<file path="config.mk">
export PLATFORM = sky130hd
export DESIGN_NAME = instruction_fetch
export DESIGN_NICKNAME = d
export VERILOG_FILES = /design/src/rtl/instruction_fetch.sv
export SDC_FILE = /design/constraint.sdc
export NUM_CORES = 1
export LEC_CHECK = 0
export BUFFER_PORTS_ARGS = -buffer_cell sky130_fd_sc_hd__buf_2
export CAP_MARGIN = 5
export CELL_PAD_IN_SITES_DETAIL_PLACEMENT = 1
export CELL_PAD_IN_SITES_GLOBAL_PLACEMENT = 1
export CORE_ASPECT_RATIO = 1.25
export CORE_MARGIN = 2
export CORE_UTILIZATION = 37
export DETAILED_ROUTE_END_ITERATION = 12
export PLACE_DENSITY = 0.81
export SLEW_MARGIN = 20
export SYNTH_ARGS = -nofsm -noshare
export SYNTH_HDL_FRONTEND = slang
export SYNTH_SLANG_ARGS = --single-unit
export TNS_END_PERCENT = 10
</file>
<file path="constraint.sdc">
create_clock -name clock -period 3.3 [get_ports clock]
set_clock_uncertainty 0.05 [all_clocks]
set_input_delay 0.165 -clock clock [delete_from_list [all_inputs] [get_ports clock]]
set_output_delay 0.165 -clock clock [all_outputs]
set_load 0.005 [all_outputs]
</file>
<file path="src/rtl/instruction_fetch.sv">
// Three-state instruction fetch unit: IDLE -> REQ -> DELIVER, with PC redirect and discard.
// Optional request watchdog: define FETCH_TIMEOUT_EN to add the timeout output and counter.
module instruction_fetch #(
  parameter logic [15:0] RESET_PC = 16'h0000,
  parameter int          PC_STEP  = 2
) (
  input  logic        clock,
  input  logic        reset_n,
  input  logic        fetch_en,
  input  logic        pc_load,
  input  logic [15:0] pc_next,
  output logic        mem_req,
  output logic [15:0] mem_addr,
  input  logic        mem_ready,
  input  logic [15:0] mem_data,
  output logic [15:0] IR_in,
  output logic        IRWrite,
  output logic [15:0] pc,
  output logic        busy
`ifdef FETCH_TIMEOUT_EN
  ,
  output logic        timeout
`endif
);

  localparam logic [1:0] IDLE    = 2'd0;
  localparam logic [1:0] REQ     = 2'd1;
  localparam logic [1:0] DELIVER = 2'd2;

  localparam logic [15:0] STEP = 16'(PC_STEP);

  logic [1:0]  state;
  logic [1:0]  state_nxt;
  logic [15:0] pc_nxt;
  logic [15:0] ir_nxt;
  logic        discard;
  logic        discard_nxt;

`ifdef FETCH_TIMEOUT_EN
  logic [3:0]  wdog;
  logic [3:0]  wdog_nxt;
  logic        timeout_nxt;
`endif

  always_comb begin
    state_nxt   = state;
    pc_nxt      = pc;
    ir_nxt      = IR_in;
    discard_nxt = discard;

    case (state)
      IDLE: begin
        // A redirect in IDLE wins over starting a new fetch.
        if (pc_load) begin
          pc_nxt = pc_next;
        end else if (fetch_en) begin
          state_nxt   = REQ;
          discard_nxt = 1'b0;
        end
      end

      REQ: begin
        if (mem_ready) begin
          if (pc_load) begin
            pc_nxt = pc_next;
          end
          // The word belongs to the old PC once any redirect has been seen.
          if (pc_load || discard) begin
            state_nxt = IDLE;
          end else begin
            ir_nxt    = mem_data;
            state_nxt = DELIVER;
          end
          discard_nxt = 1'b0;
        end else if (pc_load) begin
          pc_nxt      = pc_next;
          discard_nxt = 1'b1;
        end
      end

      DELIVER: begin
        pc_nxt    = pc_load ? pc_next : pc + STEP;
        state_nxt = IDLE;
      end

      default: begin
        state_nxt   = IDLE;
        discard_nxt = 1'b0;
      end
    endcase

`ifdef FETCH_TIMEOUT_EN
    wdog_nxt    = wdog;
    timeout_nxt = timeout;
    if (state == IDLE && !pc_load && fetch_en) begin
      wdog_nxt = 4'd0;
    end
    // The fifteenth unanswered REQ cycle abandons the request.
    if (state == REQ && !mem_ready) begin
      wdog_nxt = wdog + 4'd1;
      if (wdog == 4'd14) begin
        timeout_nxt = 1'b1;
        state_nxt   = IDLE;
        discard_nxt = 1'b0;
      end
    end
`endif
  end

  always_ff @(posedge clock or negedge reset_n) begin
    if (!reset_n) begin
      state   <= IDLE;
      pc      <= RESET_PC;
      IR_in   <= 16'h0000;
      discard <= 1'b0;
    end else begin
      state   <= state_nxt;
      pc      <= pc_nxt;
      IR_in   <= ir_nxt;
      discard <= discard_nxt;
    end
  end

`ifdef FETCH_TIMEOUT_EN
  always_ff @(posedge clock or negedge reset_n) begin
    if (!reset_n) begin
      wdog    <= 4'd0;
      timeout <= 1'b0;
    end else begin
      wdog    <= wdog_nxt;
      timeout <= timeout_nxt;
    end
  end
`endif

  // Outputs decode directly from state so reset clears them without waiting for a clock.
  assign mem_req  = (state == REQ);
  assign mem_addr = pc;
  assign IRWrite  = (state == DELIVER);
  assign busy     = (state != IDLE);

endmodule

</file>
Word level (Yosys, flattened, before mapping)
Index checks and enable logic that the tools add are counted.
{"block": "word_totals", "word_cells": 36, "out_inout_bits": 51, "ff_bits": 35}
{"block": "op_classes", "n_reduce_logical": 9, "n_mux": 13, "addsub": 1, "eq_ne": 7, "bitwise_logic": 2}
{"operator": "two-way mux 16 bit", "n": 2}
{"operator": "case mux 16 bit (2 select lines)", "n": 1}
{"operator": "adder 16 x 2 -> 16 bit (second input constant)", "n": 1}
{"operator": "two-way mux 2 bit", "n": 4}
{"operator": "AND reduction 3 bit", "n": 2}
{"operator": "two-way mux 1 bit", "n": 4}
{"operator": "inequality test 2 x 1 -> 1 bit (second input constant)", "n": 2}
{"operator": "inequality test 2 bit (second input constant)", "n": 2}
{"operator": "case mux 2 bit (2 select lines)", "n": 1}
{"operator": "AND reduction 4 bit", "n": 1}
{"operator": "nonzero test 2 bit", "n": 2}
{"operator": "inequality test 3 x 2 -> 1 bit (second input constant)", "n": 1}
{"operator": "case mux 1 bit (3 select lines)", "n": 1}
{"operator": "equality test 2 x 1 -> 1 bit (second input constant)", "n": 1}
{"operator": "equality test 2 bit (second input constant)", "n": 1}
{"operator": "logical NOT 2 bit", "n": 1}
{"operator": "NOT 1 bit", "n": 2}
{"operator": "AND reduction 2 bit", "n": 1}
{"operator": "OR reduction 2 bit", "n": 1}
{"operator": "logical OR 1 bit", "n": 1}

Depth between registers and ports, before layout
Gate-level depths: netlist of the first run.
{"block": "depth", "ltp_word": 4, "ltp_mapped": 6}

Worst setup path after synthesis of the first run
OpenSTA, ideal clock, no wires.
{"block": "synth_path", "kind": "register -> register", "startpoint": "register state[0]", "endpoint": "register IR_in[0]", "n_path_buf": 2, "required_ns": 3.125, "path_stages_with_launch": 7, "period_less_slack_ns": 1.713, "t_arrival_ns": 1.538, "slack_ns": 1.587, "path_cell_list": "dfrtp_1 > buf_4 > inv_2 > nor2_4 > nor4b_4 > buf_6 > mux2_4"}
{"block": "synth_via", "elab_chain_len": 2}
{"item": "start, declared", "line": "32", "rtl": "logic [1:0] state;"}
{"item": "start signal, assigned", "line": "117", "rtl": "state <= state_nxt;"}
{"item": "equality test 2 x 1 -> 1 bit"}
{"item": "net mem_req", "line": "12", "rtl": "output logic mem_req,"}
{"item": "AND reduction 3 bit (no source line)"}
{"item": "end signal, assigned", "line": "119", "rtl": "IR_in <= ir_nxt;"}
{"item": "end, declared", "line": "16", "rtl": "output logic [15:0] IR_in,"}
The timed path passes the listed nets, and every way through them passes these cells.
A chain may end at the register's enable or synchronous reset.

Final worst setup path of the first run
{"block": "layout_path", "startpoint": "register state[1]", "endpoint": "register pc[13], in the netlist mem_addr[13]"}
{"block": "layout_via", "elab_chain_len": 4, "word_cells_on_any_way": 8, "classes_between": "3 x eq/ne; 1 x mux; 4 x reduce/logical"}
{"item": "equality test 2 x 1 -> 1 bit / logical NOT 2 bit (equally long branches)", "line": "51", "rtl": "case (state)"}
{"item": "OR reduction 2 bit (no source line)"}
{"item": "inequality test 2 x 1 -> 1 bit (no source line) / nonzero test 2 bit (equally long branches)"}
{"item": "AND reduction 2 bit (no source line)"}
{"item": "end signal, assigned", "line": "118", "rtl": "pc <= pc_nxt;"}
{"item": "end, declared", "line": "18", "rtl": "output logic [15:0] pc,"}
Several ways; a longest one is shown, not always the timed one.

==> results of run 1 <==
==> flip-flops by register name, summed over array words and instances (netlist names) <==
| register | count |
|---|---|
| discard | 1 |
| mem_addr | 16 |
| state | 2 |
| IR_in | 16 |
==> final cells by class <==
cell class | count | area share [%]
sequential | 35 | 35.7
tap | 62 | 3.16
timing repair buffer | 89 | 18.5
inverter | 3 | 0.459
clock buffer | 6 | 3.37
clock inverter | 2 | 1.58
multi-input combinational | 127 | 37.3
==> worst min path at each step <==
stage,start,slack (ns),cells past startpoint,end
detailed placement,reset_n,0.26,1,IR_in[13]
floorplan,reset_n,-0.18,0,IR_in[0]
finish,pc_next[0],0.03,3,mem_addr[0]
global placement,reset_n,0.25,1,IR_in[5]
global route,pc_next[0],0.02,3,mem_addr[0]
CTS,pc_next[0],0.03,3,mem_addr[0]
==> per-stage QoR <==
step / worst slack [ns] / cells / util (%) / power, mW
after floorplan: 1.59 / 190 / - / 0.862
after global placement: 1.40 / 315 / 45.4 / 1.02
after detailed placement: 1.34 / 315 / 45.4 / 1.03
after CTS: 1.32 / 324 / 48.0 / 1.46
after global routing: 1.19 / 324 / 48.0 / 1.53
final: 1.32 / 324 / 48.0 / 1.44
==> routing by layer <==
metal / GRT usage [%] / up-vias
li1: - / 827
met1: 24.0 / 843
met2: 32.1 / 76
met3: 5.05 / 10
met4: 6.42 / 0
met5: 0 / -
==> cell usage in the layout, fill, tap and decap left out, types with 2 or more instances in the layout <==
master / count
o22ai_1: 4
clkbuf_8: 6
a22oi_1: 5
mux2_4: 9
nor4_1: 2
mux2i_1: 2
dfrtp_1: 35
mux2_2: 7
a21oi_1: 9
nand3_1: 5
inv_1: 2
o32ai_1: 3
nand4_1: 5
nand2_1: 17
buf_2: 87
o21ai_0: 6
nor2_1: 16
and4_1: 4
a211oi_1: 5
o21a_1: 2
a31oi_1: 2
or3_1: 2
or2_2: 2
and3_1: 2
==> power breakdown <==
group          leakage, nW  total, mW  internal [mW]  switching [mW]
Clock               0.0618      0.419          0.249           0.171
Combinational        0.671      0.392          0.227           0.165
Sequential           0.414      0.632          0.534          0.0979
Total                 1.15       1.44           1.01           0.434
==> critical path, delay by kind of cell (launching register included) <==
family / cells / cell delay (ns)
flops: 1 / 0.80
compound gates: 2 / 0.59
simple gates: 1 / 0.45
==> logic make-up after synthesis <==
| logic type | Yosys count | synth area share, % |
|---|---|---|
| AO/OA/AOI/OAI | 45 | 15.6 |
| adder cells (fa/ha/maj) | 1 | 0.632 |
| buffers and inverters | 28 | 9.54 |
| flip-flops | 35 | 44.2 |
| multiplexers | 18 | 11.8 |
| AND/OR/NAND/NOR | 63 | 18.2 |
==> what timing repair did <==
item                                   in CTS  in global routing
resized for setup                           0                  0
endpoints found under the hold margin      35                  0
hold buffers                                1                  0
==> metrics.txt, run 1 <==
status completed; Wirelength per Cell ~17 µm; Hold Slack 0.0332 ns; layout cells sized above 1 46.9%; ys flop type dfrtp_1; Initial DRC Count 101; Peak VDD IR 0.345 mV; Setup Total Neg Slack 0 ns; final hold violation count 0; Routed Antenna Nets 0; all-layer global routing usage 19.1%; nets 299; Fill cells 625; placed cell area roughly 0.0023 mm²; Met1 Wirelength approximately 2300 µm; synth cell count leaders dfrtp_1 (35), buf_4 (18), nand2_1 (17); RSZ-0062 raised after global routing no; initial antenna violation count 0; CTS Buf Count 5; Vias 1756; f_max 505 MHz; Critical Path RT 3.45 ns; critical path, cell by cell o21ai_1 -> or3_1 -> a211oi_1; first-pass GRT wire length between 9000 and 10000 µm; CTS sink count 35; Syn Inst Count 190; area delta synth->final 24.0%; Async SR Flop Fraction 100%; number of buffers added on ports 87; residual DRC count 0; post-synthesis cell area 0.00198 mm²; Leak 1.15 nW; Yosys cell types 45; clock tree buffer depth 2; sequential share of the synthesized area between 40% and 50%; number of max-cap violations 0; CP endpoint kind register; dpl hpwl between 4000 and 5000 µm; Die Wd 69.4 µm; Placer Congestion ~0.85; CTS tree yes; I/O pins 88; largest net degree at the start of global routing 36; minimum clock period 1.98 ns; count leader, synth dfrtp_1; R2R Setup Slk 1.32 ns; critical path startpoint state[1]; Pwr per Cell Area 588 mW/mm²; worst slew pin tran approximately 0.83 ns; Ys Warns 0; flops & latches, synth 35; routed wire length roughly 5500 µm; CP arrival 2.13 ns; WS Path Type register to register; leading area contributor after synthesis dfrtp_1; Site Rows 29; Reg2Reg Capture Point mem_addr[13]; grt total ovfl 0; via-per-instance ratio 5.42; multi-input logic area 915 µm²; Slew Viols, Final 0; Die H 85.8 µm; # diodes 0; Clock transition at path regs 0.08 ns; met3 WL post-DR ~370 µm; EDFF count, synth 0; Tcrit/Tclk final 60.0%; Final Cell Area 0.00245 mm²; drt first pass iters 4; min-delay worst type input port to register; vias in the first global route 1806; Initial Util 38.7%; Reg2Reg Depth 3; clk_lat worst skew 0.29 ns; count of final setup violators 0; CP endpoint mem_addr[13]; Synth area leaders dfrtp_1 (44%), buf_4 (6.8%), mux2_4 (6.8%), mux2_2 (4.0%), nand2_1 (3.2%); crit start category register; Slew HR 44.8%; syn nets 228; DR WL met2 2760 µm; max incr delay on CP ~0.80 ns; FF-to-FF Start state[1]; Syn Area/Cell 10.4 µm²; CTS H-tree depth 2; Post-CTS Repair Setup Buffers 0; Placeable Area 0.00512 mm²; Max FO, Critical Path 21; Max Used Layer met4; Die ar. about 0.0060 mm²; CP max-delay cell dfrtp_1; Synth top area share 44.2%; register area 876 µm²; CTS Root Cell clkbuf_8
Note: power is estimated with default switching activity, not from simulation.
==> inputs of run 2 (changes only) <==
CORE_UTILIZATION = 35   (was 37)
PLACE_DENSITY = 0.77   (was 0.81)
clock period = 2.05 ns   (was 3.3 ns; I/O delays follow)
==> run 2 against run 1 <==
  * First-iteration DRC count fell by 31%
  * Total power is 52% higher
  * Hold slack got worse by 0.026 ns
  * Maximum frequency grew 8.2%
  * Final cell count grew 6.2%
  * Critical path depth increased by 1
  * Largest power group unchanged
  * Sequential power is 60% higher
  * Count of clock-buffer cells in the layout is 1 lower
  * Final area increased by 6.2%
  * Highest routed layer unchanged
  * Non-clock buffer count up 18
  * Global-route usage fell by 0.35 points
==> metrics.txt, run 2 (same netlist as run 1, synthesis figures left out) <==
largest net degree at the start of global routing 36 (unchanged); Vias 1825 (+3.9%); Setup Total Neg Slack 0 ns (unchanged); Hold Slack 0.00670 ns (-0.0265 ns); CP arrival 1.98 ns (-0.15 ns); Reg2Reg Capture Point mem_addr[13]; CTS H-tree depth 2 (unchanged); drt first pass iters 4 (unchanged); f_max 547 MHz (+8.2%); Die ar. 0.00628 mm² (+5.4%); # diodes 0 (unchanged); Die Wd 71.3 µm (+2.7%); Die H 88.1 µm (+2.7%); clock tree buffer depth 2 (unchanged); CP max-delay cell dfrtp_1; Critical Path RT 2.20 ns (-1.25 ns); count of final setup violators 0 (unchanged); CTS Root Cell clkbuf_8; CTS Buf Count 5 (unchanged); number of buffers added on ports 87 (unchanged); CP delay by family, top simple AND/OR/NAND/NOR gates; Hold Crit Endpoint IR_in[0]; RSZ-0062 raised after global routing no; min-delay worst type input port to register; CTS sink count 35 (unchanged); dpl hpwl 4160 µm (+3.1%); first-pass GRT wire length 9190 µm (+2.1%); critical path, cell by cell ha_1 -> nand4_4 -> or3_1 -> a211oi_1; minimum clock period 1.83 ns (-0.150 ns); Max FO, Critical Path 9 (-57%); placed cell area 0.00237 mm² (+1.9%); Placer Congestion 0.798 (-6.2%); worst slew pin tran 0.779 ns (-0.0492 ns); area delta synth->final 31.7%; WS Path Type register to register; CP Buf/Inv Count 0 (unchanged); CTS tree yes; final setup margin 0.221 ns (-1.10 ns); Peak VDD IR 0.551 mV (+60%); status completed; Wirelength per Cell 16.7 µm (-2.0%); layout cells sized above 1 45.4% (-1.6 points); Final Cell Area 0.00261 mm² (+6.2%); initial antenna violation count 0 (unchanged); grt total ovfl 0 (unchanged); Initial Util 36.4% (-2.3 points); Initial DRC Count 70 (-31%); Site Rows 30 (+3.4%); Slew HR 48.1% (+3.3 points); Tcrit/Tclk final 89.2% (+29 points); R2R Setup Slk 0.22 ns (-1.10 ns); Hold Path Origin mem_data[0]; crit start category register; pre-CTS setup slack 0.260 ns (-1.08 ns); vias in the first global route 1859 (+2.9%); Clock transition at path regs 0.08 ns (about the same); max incr delay on CP 0.51 ns (-0.29 ns); FF-to-FF Start mem_addr[1]; Pwr per Cell Area 840 mW/mm² (+43%); Final Util 47.9% (-0.073 points); Routed Antenna Nets 0 (unchanged); clk_lat worst skew 0.29 ns (about the same); most frequent cells in the layout buf_2 (87), dfrtp_1 (35), nand2_1 (17); Placeable Area 0.00544 mm² (+6.4%); all-layer global routing usage 18.8% (-0.35 points); final hold violation count 0 (unchanged); number of max-cap violations 0 (unchanged); Reg2Reg Depth 4 (+1); routed wire length 5750 µm (+4.1%); I/O pins 88 (unchanged); Slew Viols, Final 0 (unchanged); Leak 1.21 nW (+5.2%); nets 317 (+6.0%); commonest non-fill, non-tap cell in the layout buf_2; residual DRC count 0 (unchanged); CP endpoint kind register; post-CTS resize count 0 (unchanged); via-per-instance ratio 5.31 (-2.1%); hold depth 2 (-1)
run 2: layer usage:
metal	share of wire (%)	routed length, µm	vias to the layer above	track usage [%]
met1	41	2380	892	22.9
met3	6.4	370	5	5.06
met2	51	2930	64	32.4
met5	0	0	-	0
li1	-	-	864	-
met4	1.1	65	0	5.66
run 2: worst max-delay path by stage:
stage	startpoint	to	cells after the start
after global routing	mem_addr[1]	mem_addr[13]	4
final	mem_addr[1]	mem_addr[13]	4
after floorplan	state[0]	IR_in[0]	6
after detailed placement	state[0]	IR_in[8]	5
after CTS	mem_addr[1]	mem_addr[13]	4
after global placement	mem_addr[1]	mem_addr[13]	4
run 2: per-stage QoR:
stage	power (mW)	std cells
after floorplan	1.39	190
after global placement	1.65	321
after detailed placement	1.68	321
after CTS	2.21	344
after global routing	2.32	344
final	2.19	344
run 2: area by class of cell:
class,instances,area (µm²)
repair buffers,107,636
well taps,64,80.1
flip-flops and latches,35,876
clock buffers,5,68.8
inverters,3,11.3
multi-input cells,127,915
clock inverters,3,20.0
fillers,638,2840
run 2: power breakdown:
part	switching, mW	leakage (nW)	internal (mW)
clock network	0.268	0.0402	0.236
logic	0.283	0.753	0.391
registers	0.152	0.414	0.860
total	0.703	1.21	1.49
run 2: repair_timing:
item / 4_1_cts / 5_1_grt
endpoints found under the hold margin: 49 / 0
setup buffers: 0 / 0
hold buffers: 15 / 0
